### src/rtl/mdu_issue_ctrl.sv
`default_nettype none
// ============================================================================
// Module      : mdu_issue_ctrl
// Description : Issue controller for the execute-stage multiply/divide unit.
//               Launches MDU operations, tracks their latency with a
//               down-counter, raises the HI/LO commit strobe in the last busy
//               cycle, and produces the D-stage stall for HI/LO consumers.
// Revision    : 1.0 - initial release
// ============================================================================
module mdu_issue_ctrl #(
  parameter int MULT_LAT = 5,   // busy cycles for mult/multu
  parameter int DIV_LAT  = 10,  // busy cycles for div/divu
  parameter int CNT_W    = 4    // latency counter width
) (
  input  logic       clk,
  input  logic       reset,
  input  logic       md_req_E,
  input  logic [1:0] md_kind_E,
  input  logic       hl_use_D,
  input  logic       hl_wr_E,
  output logic       start,
  output logic [2:0] mdu_op,
  output logic       busy,
  output logic       commit,
  output logic       stall_D,
  output logic       proto_err
);

  // Load values for the latency counter, sized once to the counter width.
  localparam logic [CNT_W-1:0] MULT_CNT = CNT_W'(MULT_LAT);
  localparam logic [CNT_W-1:0] DIV_CNT  = CNT_W'(DIV_LAT);
  localparam logic [CNT_W-1:0] CNT_ONE  = CNT_W'(1);

  // Remaining busy cycles; zero means the MDU is idle. This is the whole
  // scheduler state: IDLE is cnt==0, RUN is cnt!=0.
  logic [CNT_W-1:0] cnt;
  logic             viol;

  // busy and commit come straight off the counter, so neither has a path
  // from any input. start is the only combinational issue decision.
  assign busy    = (cnt != '0);
  assign commit  = (cnt == CNT_ONE);
  assign start   = md_req_E & ~busy;
  assign stall_D = hl_use_D & (start | busy);

  // A new MDU request or an mthi/mtlo while an operation is in flight would
  // clobber HI/LO ordering; such requests are flagged and otherwise ignored.
  assign viol = busy & (md_req_E | hl_wr_E);

  // Latency counter: load on launch, count down while running, hold at zero.
  always_ff @(posedge clk or posedge reset) begin
    if (reset) begin
      cnt <= '0;
    end else if (start) begin
      cnt <= md_kind_E[1] ? DIV_CNT : MULT_CNT;
    end else if (busy) begin
      cnt <= cnt - CNT_ONE;
    end
  end

  // Operation code presented to the MDU; held until the next launch.
  always_ff @(posedge clk or posedge reset) begin
    if (reset) begin
      mdu_op <= 3'b000;
    end else if (start) begin
      mdu_op <= {1'b0, md_kind_E};
    end
  end

  // Sticky protocol-violation flag, cleared only by reset.
  always_ff @(posedge clk or posedge reset) begin
    if (reset) begin
      proto_err <= 1'b0;
    end else if (viol) begin
      proto_err <= 1'b1;
    end
  end

endmodule
`default_nettype wire

### config.mk
export PLATFORM = sky130hd
export DESIGN_NAME = mdu_issue_ctrl
export DESIGN_NICKNAME = d
export VERILOG_FILES = /design/src/rtl/mdu_issue_ctrl.sv
export SDC_FILE = /design/constraint.sdc
export NUM_CORES = 1
export LEC_CHECK = 0
export ABC_AREA = 1
export CAP_MARGIN = 20
export CORE_AREA = 2 2 39 41
export CTS_BUF_LIST = sky130_fd_sc_hd__clkbuf_4
export CTS_CLUSTER_SIZE = 24
export DETAILED_ROUTE_END_ITERATION = 6
export DIE_AREA = 0 0 41 43
export HOLD_SLACK_MARGIN = 0.06
export PLACE_DENSITY = 0.69
export SYNTH_ARGS = -nofsm -noshare
export SYNTH_HDL_FRONTEND = slang
export SYNTH_SLANG_ARGS = --single-unit
### constraint.sdc
create_clock -name clk -period 1.45 [get_ports clk]
set_clock_uncertainty 0.15 [all_clocks]
set_input_delay 0.2175 -clock clk [delete_from_list [all_inputs] [get_ports clk]]
set_output_delay 0.2175 -clock clk [all_outputs]
set_load 0.02 [all_outputs]
* Word-level counts from Yosys, hierarchy flattened
Cells that the tools add are included.
Storage, ports and cells: output and inout port bits 8, word-level logic and storage cells 16, register bits after elaboration 7
Operators by class: reduce and logical (&&, ||, !) cells 2, equal/unequal tests 1, bitwise logic cells 6, add/sub/neg operators 1, mux-type cells 3
Operators with widths (number):
- $mux W4 | 3
- $eq A4 B1 Y1 const B | 1
- $reduce_bool A4 Y1 | 1
- $sub A4 B1 Y4 const B | 1
- $and A1 B1 Y1 | 3
- $or A1 B1 Y1 | 2
- $reduce_bool A2 Y1 | 1
- $not A1 Y1 | 1

* Logic depth before layout (Yosys ltp)
depth in word-level cells 5, mapped depth 7, gate-level depth less buffers 7

* Worst setup path before layout
OpenSTA, ideal clock, no wires.
path kind register to output, start register cnt[0], end output port stall_D, setup slack -80 ps, required time 1082 ps, path buffers 0, cell stages (with the launch flop) 6, arrival time 1163 ps, cells stage by stage dfrtp_1 -> inv_1 -> ha_1 -> nand2_4 -> o21ai_0 -> inv_1
On the way: longest elaborated chain between the ends 5
RTL lines:
- start, declared | RTL line 36 | logic [CNT_W-1:0] cnt;
- start signal, assigned | RTL line 55 | cnt <= md_kind_E[1] ? DIV_CNT : MULT_CNT;
- start signal, assigned | RTL line 57 | cnt <= cnt - CNT_ONE;
- $reduce_bool A4 Y1 * | RTL line 41 | assign busy = (cnt != '0);
- net busy | RTL line 23 | output logic busy,
- $not A1 Y1 | RTL line 43 | assign start = md_req_E & ~busy;
- $and A1 B1 Y1 | RTL line 43
- $or A1 B1 Y1 * | RTL line 44 | assign stall_D = hl_use_D & (start | busy);
- $and A1 B1 Y1 * | RTL line 44
- end, declared | RTL line 25 | output logic stall_D,
The timed path passes the listed nets; every way through them passes the cells marked *.

* Worst setup path after layout
start register cnt[1], end output port stall_D
On the way: longest elaborated chain between the ends 5
RTL lines (RTL line):
- $reduce_bool A4 Y1 * | 41
- $not A1 Y1 | 43
- $and A1 B1 Y1 | 43
- $or A1 B1 Y1 * | 44
- $and A1 B1 Y1 * | 44
Mark *: on every way between the ends. The rest lies on a longest branch, timed or not.

==> impl_results.md <==
* Global-route wire length before repair at 1.79 mm
* GR Util All Layers at 0.147
* Mapped Area at 432 µm²
* Core ar. at 0.00138 mm²
* Sequential share of the synthesized area at 0.406
* Ys async rst share at 1.00
* Final #Nets at 96
* Crit share post-route at 1.13
* Placed cell areas at 652 µm²
* Fin area at 800 µm²
* CTS Buf Count at 3
* Post-synth EDFFs at 0
* Yosys top cell by area: dfrtp_1
* Diode count at 0
* Status: complete, but fails checks
* Cells after Synth at 51
* Area delta synth->final at 85.2%
* Layout cell share with drive strength beyond 1 at 0.500
* Antenna violations before repair at 0
* Largest net degree at the start of global routing at 8
* Ys Warns at 0
* Synthesis-stage register bit count at 7
* # clock sinks at 7
* Area contributors post-synth: dfrtp_1, nand2_1, inv_1
* Max VDD drop at 948 µV
* Synth top area share at 0.406
* Num ports at 15
* Buf/Inv on CP at 3
* RSZ-0062 raised after global routing: true
* CTS Buffer Depth at 2
* DIE HEIGHT at 43 µm
* Final ANT Viol Nets at 0
* Ys flop type: dfrtp_1
* Routed wire per std cell at 10.7 µm
* Minimum clock period at 1.64 ns
* Req. time, crit path at 1.08 ns
* Starting density of the core at 0.312
* R2R setup slack at -0.10 ns
* Syn_area_per_cell at 8.46 µm²
* Slowest stage delay, CP at 0.38 ns
* Grt total ovfl at 0
* Slowest cell on the critical path: dfrtp_1
* Die area at 0.00176 mm²
* Worst hold slack at 0.327 ns
* FMAX at 611 MHz
* Failing checks: setup timing
* DIE WIDTH at 41 µm
* Crit. Startpoint: cnt[1]
* DRT Pass-1 Iters at 4
* Post-Route WL at 1.09 mm
* Via density at 4.31
* Setup WS post-layout at -0.186 ns
* Worst Hold Class: reg2reg
* CP Cell Sequence: inv_2 -> ha_4 -> nand2_4 -> o21ai_2 -> inv_1 -> buf_6
* Critical Path AT at 1.27 ns
* DRT iter0 DRCs at 4
* Reg-to-Reg Start: cnt[1]
* HPWL Detailed at 755 µm
* Yosys cell types at 21
* Hold_sp: proto_err
* Dpl ws at -0.438 ns
* Critical Path End Type: output pin
* Pwr Density at 2000 mW/mm²
* Buffers on Ports at 13
* Residual DRC at 0
* Final setup TNS at -0.849 ns
* Vias after detailed routing at 440
* Top post-synthesis cells by count: nand2_1, inv_1, dfrtp_1
* Critical path type: reg2out
* Fillcell total at 123
* Syn nets at 60
* Lkg Pwr at 0.419 nW
* Final Setup Violations at 9
* Overall power at 1.60 mW
* Cell with the most instances after synthesis: nand2_1
* FP Rows at 14
* Max-slew violations at 0
* GP Congestion at 0.782
* Max Cap Viol at 0
* Startpoint Class: flop
* CTS H-tree depth at 1
* Delay-heaviest family, CP: flip-flops
* Root buf cell: clkbuf_4
* Worst skew pair latency at 0.25 ns
* Final hold vios at 0
* CTS tree: done
* Vias in the first global route at 425
* CP Max Fanout at 3
* Worst-path clk slew at 0.06 ns
-- sequential cells by signal (all words and copies together), names as in the netlist --
name       count
proto_err      1
cnt            4
mdu_op         2
-- repair_timing --
item                       CTS  global route
resized for setup           33             7
setup buffers                4             4
cloned                       0             0
pin swaps                    2             2
hold endpoints to repair     3             0
hold buffers                 1             0
setup endpoints to repair    7             7
-- cell type report --
class,instances,area (µm²),share of cell area
Timing Repair Buffer,32,284,0.355
Sequential cell,7,175,0.219
Inverter,10,40.0,0.0501
Tap cell,16,20.0,0.0250
Multi-Input combinational cell,33,250,0.313
Clock buffer,4,30.0,0.0376
-- final timing paths --
check,to,cells after the start
max,stall_D,6
min,proto_err,1
max reg2reg,cnt[1],10
min reg2reg,proto_err,1
max in group asynchronous,cnt[3],3
min in group asynchronous,proto_err,3
-- power by group --
part | leakage [nW] | total, mW | switching [mW] | internal, mW
Combinational | 0.319 | 1.04 | 0.478 | 0.558
Sequential | 0.0816 | 0.360 | 0.0774 | 0.283
Clock | 0.0184 | 0.204 | 0.0801 | 0.124
-- logic make-up after synthesis --
group / after synthesis / share of synthesized area
simple gates: 24 / 0.316
buf+inv: 11 / 0.110
flops: 7 / 0.406
compound gates: 5 / 0.0812
fa+ha+maj: 2 / 0.0580
xor+xnor: 1 / 0.0203
other cells: 1 / 0.00869
-- layer usage --
layer / GRT usage / vias up / share of wire
li1: - / 221 / -
met1: 0.213 / 202 / 0.44
met2: 0.216 / 14 / 0.51
met3: 0.0314 / 3 / 0.038
met4: 0.0400 / 0 / 0.0082
met5: 0 / - / 0
-- cells in the final DEF, fill, tap and decap left out, types with 2 or more instances in the layout --
cell,instances
buf_4,16
nand2_1,12
dfrtp_1,7
inv_1,6
clkdlybuf4s50_1,6
buf_6,6
clkbuf_4,4
inv_2,3
o21ai_2,3
dlygate4sd2_1,3
nor2_4,2
nor2_1,2
nand3_1,2
nand2_2,2
ha_4,2
-- stage by stage --
stage,util,instances
after global placement,0.471,89
final,0.578,102
after detailed placement,0.471,89
after CTS,0.533,98
after global routing,0.578,102
after floorplan,-,51
(Power assumes the default switching activity.)
